<file path="src/rtl/dmem_arb_pkg.sv">
// Shared types and constants for the DMEM arbiter.
package dmem_arb_pkg;

  localparam int unsigned DATA_W            = 32;
  localparam int unsigned DEFAULT_MAX_BURST = 8;

  typedef enum logic {
    REQ_CORE   = 1'b0,
    REQ_LOADER = 1'b1
  } req_id_t;

  typedef struct packed {
    logic              we;
    logic [DATA_W-1:0] addr;
    logic [DATA_W-1:0] wdata;
  } mem_req_t;

endpackage

</file>
<file path="src/rtl/rr_pick2.sv">
// Two-way round-robin pick with a loader lock override; one-hot grant out.
module rr_pick2
  import dmem_arb_pkg::*;
(
  input  logic [1:0] req,
  input  req_id_t    prio,
  input  logic       locked,
  output logic [1:0] gnt
);

  // Lock wins while the loader is asking; otherwise the pointer breaks ties.
  always_comb begin
    gnt = 2'b00;
    if (locked && req[1]) begin
      gnt = 2'b10;
    end else if (req == 2'b11) begin
      gnt = (prio == REQ_LOADER) ? 2'b10 : 2'b01;
    end else begin
      gnt = req;
    end
  end

endmodule

</file>
<file path="src/rtl/dmem_arbiter.sv">
// Shares the single-port DMEM between the core (0) and the loader (1).
module dmem_arbiter
  import dmem_arb_pkg::*;
#(
  parameter int unsigned ADDR_W    = 10,
  parameter int unsigned MAX_BURST = DEFAULT_MAX_BURST
) (
  input  logic              CLK,
  input  logic              RESET,
  input  logic              req0,
  input  logic              req1,
  input  logic              we0,
  input  logic              we1,
  input  logic [31:0]       addr0,
  input  logic [31:0]       addr1,
  input  logic [31:0]       wdata0,
  input  logic [31:0]       wdata1,
  input  logic              lock1,
  output logic              gnt0,
  output logic              gnt1,
  output logic              rvalid0,
  output logic              rvalid1,
  output logic [31:0]       rdata0,
  output logic [31:0]       rdata1,
  output logic              err0,
  output logic              err1,
  output logic              mem_en,
  output logic              mem_we,
  output logic [ADDR_W-1:0] mem_addr,
  output logic [31:0]       mem_wdata,
  input  logic [31:0]       mem_rdata
);

  localparam int unsigned CNT_W  = $clog2(MAX_BURST + 1);
  localparam int unsigned HI_LSB = ADDR_W + 2;

  mem_req_t         req0_s, req1_s, sel;
  logic [1:0]       req_v, gnt;
  logic             oor;
  req_id_t          prio_q, prio_d, resp_sel_q, resp_sel_d;
  logic             locked_q, locked_d;
  logic             rd_q, rd_d, err_q, err_d, oor_q, oor_d;
  logic [CNT_W-1:0] burst_cnt_q, burst_cnt_d, burst_nxt;

  assign req0_s = '{we: we0, addr: addr0, wdata: wdata0};
  assign req1_s = '{we: we1, addr: addr1, wdata: wdata1};

  // No grants are issued while reset is held.
  assign req_v = {req1 & ~RESET, req0 & ~RESET};

  rr_pick2 u_pick (
    .req    (req_v),
    .prio   (prio_q),
    .locked (locked_q),
    .gnt    (gnt)
  );

  assign gnt0 = gnt[0];
  assign gnt1 = gnt[1];
  assign sel  = gnt[1] ? req1_s : req0_s;
  assign oor  = (sel.addr >> HI_LSB) != 32'd0;

  // Drive the RAM from the granted request; out-of-range grants never touch it.
  always_comb begin
    mem_en    = 1'b0;
    mem_we    = 1'b0;
    mem_addr  = '0;
    mem_wdata = '0;
    if (|gnt) begin
      mem_en    = ~oor;
      mem_we    = sel.we & ~oor;
      mem_addr  = sel.addr[ADDR_W+1:2];
      mem_wdata = sel.wdata;
    end
  end

  // Pointer, burst lock and response-routing next state.
  always_comb begin
    prio_d      = prio_q;
    locked_d    = locked_q;
    burst_cnt_d = burst_cnt_q;
    resp_sel_d  = resp_sel_q;
    rd_d        = 1'b0;
    err_d       = 1'b0;
    oor_d       = 1'b0;
    burst_nxt   = burst_cnt_q + CNT_W'(1);
    if (|gnt) begin
      resp_sel_d = gnt[1] ? REQ_LOADER : REQ_CORE;
      prio_d     = gnt[1] ? REQ_CORE : REQ_LOADER;
      rd_d       = ~sel.we;
      err_d      = oor;
      oor_d      = oor;
    end
    if (gnt[1]) begin
      if (lock1 && (burst_nxt < CNT_W'(MAX_BURST))) begin
        locked_d    = 1'b1;
        burst_cnt_d = burst_nxt;
      end else begin
        locked_d    = 1'b0;
        burst_cnt_d = '0;
      end
    end
    if (!req1) begin
      locked_d    = 1'b0;
      burst_cnt_d = '0;
    end
  end

  // State registers with synchronous reset.
  always_ff @(posedge CLK) begin
    if (RESET) begin
      prio_q      <= REQ_CORE;
      locked_q    <= 1'b0;
      burst_cnt_q <= '0;
      resp_sel_q  <= REQ_CORE;
      rd_q        <= 1'b0;
      err_q       <= 1'b0;
      oor_q       <= 1'b0;
    end else begin
      prio_q      <= prio_d;
      locked_q    <= locked_d;
      burst_cnt_q <= burst_cnt_d;
      resp_sel_q  <= resp_sel_d;
      rd_q        <= rd_d;
      err_q       <= err_d;
      oor_q       <= oor_d;
    end
  end

  // Route the RAM read data back to the requester granted last cycle.
  assign rvalid0 = rd_q & (resp_sel_q == REQ_CORE) & ~RESET;
  assign rvalid1 = rd_q & (resp_sel_q == REQ_LOADER) & ~RESET;
  assign err0    = err_q & (resp_sel_q == REQ_CORE) & ~RESET;
  assign err1    = err_q & (resp_sel_q == REQ_LOADER) & ~RESET;
  assign rdata0  = (rvalid0 & ~oor_q) ? mem_rdata : '0;
  assign rdata1  = (rvalid1 & ~oor_q) ? mem_rdata : '0;

endmodule

</file>
<file path="config.mk">
export PLATFORM = sky130hd
export DESIGN_NAME = dmem_arbiter
export DESIGN_NICKNAME = d
export VERILOG_FILES = /design/src/rtl/dmem_arb_pkg.sv /design/src/rtl/rr_pick2.sv /design/src/rtl/dmem_arbiter.sv
export SDC_FILE = /design/constraint.sdc
export NUM_CORES = 1
export LEC_CHECK = 0
export CORE_AREA = 2 2 108 110
export CTS_BUF_LIST = sky130_fd_sc_hd__clkbuf_2 sky130_fd_sc_hd__clkbuf_4 sky130_fd_sc_hd__clkbuf_8
export CTS_CLUSTER_DIAMETER = 60
export DETAILED_ROUTE_END_ITERATION = 7
export DIE_AREA = 0 0 110 112
export REMOVE_ABC_BUFFERS = 1
export SETUP_SLACK_MARGIN = 0.02
export SLEW_MARGIN = 20
export SYNTH_ARGS = -nofsm -noshare
export SYNTH_HDL_FRONTEND = slang
export SYNTH_HIERARCHICAL = 1
export SYNTH_SLANG_ARGS = --single-unit
</file>
<file path="constraint.sdc">
create_clock -name CLK -period 2.8 [get_ports CLK]
set_input_delay 0.28 -clock CLK [delete_from_list [all_inputs] [get_ports CLK]]
set_output_delay 0.28 -clock CLK [all_outputs]
set_load 0.02 [all_outputs]
</file>
==> impl_metrics.py <==
metrics = {
    "outcome": {
        "status": "complete, no violations",
    },
    "placement": {
        "place.gp.congestion": 0.7636,
        "placed_cells": 610,
        "dp_hpwl_microns": 8090,
        "numPortBuffers": 276,
    },
    "clock_network": {
        "cts_buffer_depth": 2,
        "cts.clk_slew.worst_paths_ns": 0.04,
        "hold_buffers": 0,
        "cts-root-buf": "clkbuf_8",
        "clock-sinks": 9,
        "postCtsSetupBuffers": 0,
        "htree_levels": 1,
        "cts_buffers": 3,
        "cts_tree": "done",
        "clk_latency_ns": 0.23,
    },
    "timing": {
        "fin_crit_ns": 2.569,
        "fmax_mhz": 389.3,
        "finalSetupViolations": 0,
        "period_share": 0.9175,
        "max_slew_margin": 0.7530,
        "worst_slew_pin_slew_ns": 0.3704,
        "drv_slew": 0,
        "hold_viol": 0,
        "rsz0062_at_grt": "no",
        "skew_ns": 0.003246,
    },
    "worst_setup_path": {
        "cp.arrival_ns": 2.29,
        "crit_top_cell": "buf_4",
        "path_cells": "clkdlybuf4s50_1 -> nand2b_1 -> inv_1 -> a21boi_4 -> buf_4 -> buf_4 -> nor2b_4 -> buf_4 -> buf_4 -> a22oi_1 -> a21oi_1 -> buf_4",
        "critPathLaunchType": "input pin",
        "path_class": "input pin to output pin",
        "slowest_stage": "clkdlybuf4s50_1",
        "worstPathRequired_ns": 2.52,
        "crit_fanout": 8,
        "cp_top_family": "buffers and inverters",
        "end_kind": "output pin",
        "slowest_delay_ns": 0.49,
        "path_buf_inv": 7,
    },
    "finish": {
        "antenna_cells": 0,
        "fin_nets": 640,
        "multi_input_area_sq_um": 1145,
        "seqCellArea_sq_um": 180.2,
        "final_cells": 614,
        "n_fill_cell": 1171,
        "syn_to_final_growth_pct": 220.9,
        "drive_above_1_share": 0.05945,
        "final_util": 0.3949,
    },
    "drt": {
        "wl_met3_microns": 1381,
        "drt_wl_total_microns": 9261,
        "vias_per_cell": 4.192,
        "routedWlPerCell_microns": 15.08,
        "postRouteAntennaNets": 0,
        "drcViolationCount": 0,
        "route.met2.wl_microns": 4555,
        "drt_iter0_drc": 84,
        "route.vias.total": 2574,
        "wl_met1_microns": 3234,
        "drtPass1Iterations": 4,
        "dr.max_layer_used": "met4",
    },
    "power_and_ir_drop": {
        "switching_power_uw": 239.4,
        "swShare": 0.3006,
        "clkPwrFrac": 0.196,
        "comb_power_share": 0.632,
        "p_total_uw": 796.4,
        "seq_power_share": 0.172,
        "p_int_uw": 557.0,
        "power_leakage_nw": 1.837,
        "power.density_nw_per_um2": 180.5,
        "ir_drop_mv": 0.1298,
    },
    "global_route": {
        "grt_pass1_vias": 2522,
        "grt_max_degree": 39,
        "grt_antenna_before_repair": 1,
        "grt_overflow": 0,
        "grt_usage": 0.1398,
        "grt_pass1_wl_microns": 13460,
    },
    "synthesis": {
        "ys_seq_elements": 9,
        "syn_inst": 195,
        "netlist_area_sq_um": 1375,
        "synth-warning-count": 6,
        "postSynthAreaPerCell_sq_um": 7.052,
        "synth.distinct_cells": 25,
        "yosysSeqAreaShare": 0.1310,
    },
    "die": {
        "die-area_sq_um": 12320,
        "initial_core_util": 0.1231,
        "core_region_area_sq_um": 11170,
        "die_x_microns": 110,
        "die_y_microns": 112,
        "ios": 281,
        "num_rows": 39,
    },
    "flow_run": {
        "cap_violations": 0,
    },
    "worst_hold_path": {
        "worstHoldPathType": "flop to flop",
    },
}
[cells in the final DEF, fill, tap and decap left out, types with 2 or more instances in the layout]
cell             instances
buf_4                   15
nand2b_1                 5
a21oi_1                  7
dfxtp_1                  9
nor3_2                   2
nand3_1                  2
dlygate4sd2_1           37
a22oi_1                  2
nor3_1                   5
nand4_1                  3
clkbuf_8                 3
nand2_1                  3
buf_12                   3
dlymetal6s2s_1           2
or4_1                    3
and3_1                   2
clkdlybuf4s50_1        232
inv_1                    3
nor4_1                   6
and2_1                  65
nor2_1                   7
nor3b_1                  2
a22o_1                  42
[cell families after synthesis]
| logic type | after synthesis | share of synthesized area |
|---|---|---|
| adders and majority gates | 1 | 0.009098 |
| AOI/OAI and AO/OA | 54 | 0.3176 |
| xor gates and xnor gates | 1 | 0.006371 |
| DFF | 9 | 0.1310 |
| buffers and inverters | 21 | 0.05732 |
| and+or+nand+nor | 109 | 0.4786 |
[final timing paths]
| check | startpoint | endpoint | slack (ns) | cells past startpoint |
|---|---|---|---|---|
| worst min-delay path | burst_cnt_q[1] | burst_cnt_q[1] | 0.49 | 2 |
| worst max-delay path | RESET | mem_we | 0.23 | 12 |
| worst min register to register | burst_cnt_q[1] | burst_cnt_q[1] | 0.49 | 2 |
| worst max register to register | prio_q | oor_q | 1.16 | 5 |
[synthesized netlist by cell type]
cell / number / area, sq um
ha_1: 1 / 12.51
xor2_1: 1 / 8.760
a21oi_1: 7 / 35.03
nor2_1: 7 / 26.28
nand3_1: 2 / 10.01
nor4_1: 6 / 37.54
nand2b_1: 5 / 31.28
clkbuf_1: 18 / 67.56
nor3b_1: 2 / 15.01
o21ai_1: 1 / 5.000
a22o_1: 42 / 367.9
inv_1: 3 / 11.26
or4_4: 1 / 11.26
nand3b_1: 1 / 7.510
nor2b_1: 2 / 12.51
a21boi_1: 1 / 7.510
nand4_1: 3 / 18.77
and3_1: 2 / 12.51
or4_1: 3 / 22.52
a22oi_1: 2 / 15.01
nor3_1: 7 / 35.03
o22ai_1: 1 / 6.260
dfxtp_1: 9 / 180.2
and2_1: 65 / 406.6
nand2_1: 3 / 11.26
[through the flow]
step                hold slack [ns]  TNS, ns  cell area, sq um  worst slack, ns
floorplan                    0.3491   -92.06              1308           -1.959
global placement             0.4658  -0.1790              4410          -0.1078
detailed placement           0.4866  -0.2683              4410          -0.1459
CTS                          0.4932        0              4412          0.03183
global route                 0.5182        0              4413          0.03363
finish                       0.4914        0              4413           0.2310
[per-layer routing]
| metal | vias to the layer above | global-route usage |
|---|---|---|
| li1 | 1271 | - |
| met1 | 1113 | 0.1473 |
| met2 | 182 | 0.2540 |
| met3 | 8 | 0.06206 |
| met4 | 0 | 0.02616 |
| met5 | - | 0 |
[tightest hold or removal path, cell delays in order, from the launching register on]
cell,delay (ns)
dfxtp_1,0.32
nand2_1,0.07
a21oi_1,0.06
[what timing repair did]
item / CTS / global route
resized for setup: 38 / 4
setup endpoints to repair: 38 / 3
endpoints found under the hold margin: 0 / 0
[power groups by stage]
stage | Sequential (mW) | Clock, mW | Combinational [mW]
after global placement | 0.139 | 0 | 0.534
final | 0.137 | 0.156 | 0.504
after global routing | 0.137 | 0.165 | 0.540
after floorplan | 0.137 | 0 | 0.157
after CTS | 0.137 | 0.159 | 0.510
after detailed placement | 0.139 | 0 | 0.535
[area by class of cell]
type / instances / area share
inverters: 3 / 0.002552
flip-flops and latches: 9 / 0.04083
multi-input cells: 165 / 0.2594
well taps: 143 / 0.04054
clock buffers: 4 / 0.01106
repair buffers: 290 / 0.6456
[registers in the layout, indices dropped and copies added, names as in the netlist]
register,count
burst_cnt_q,4
locked_q,1
prio_q,1
resp_sel_q,1
rd_q,1
oor_q,1
Note: power is estimated with default switching activity, not from simulation.
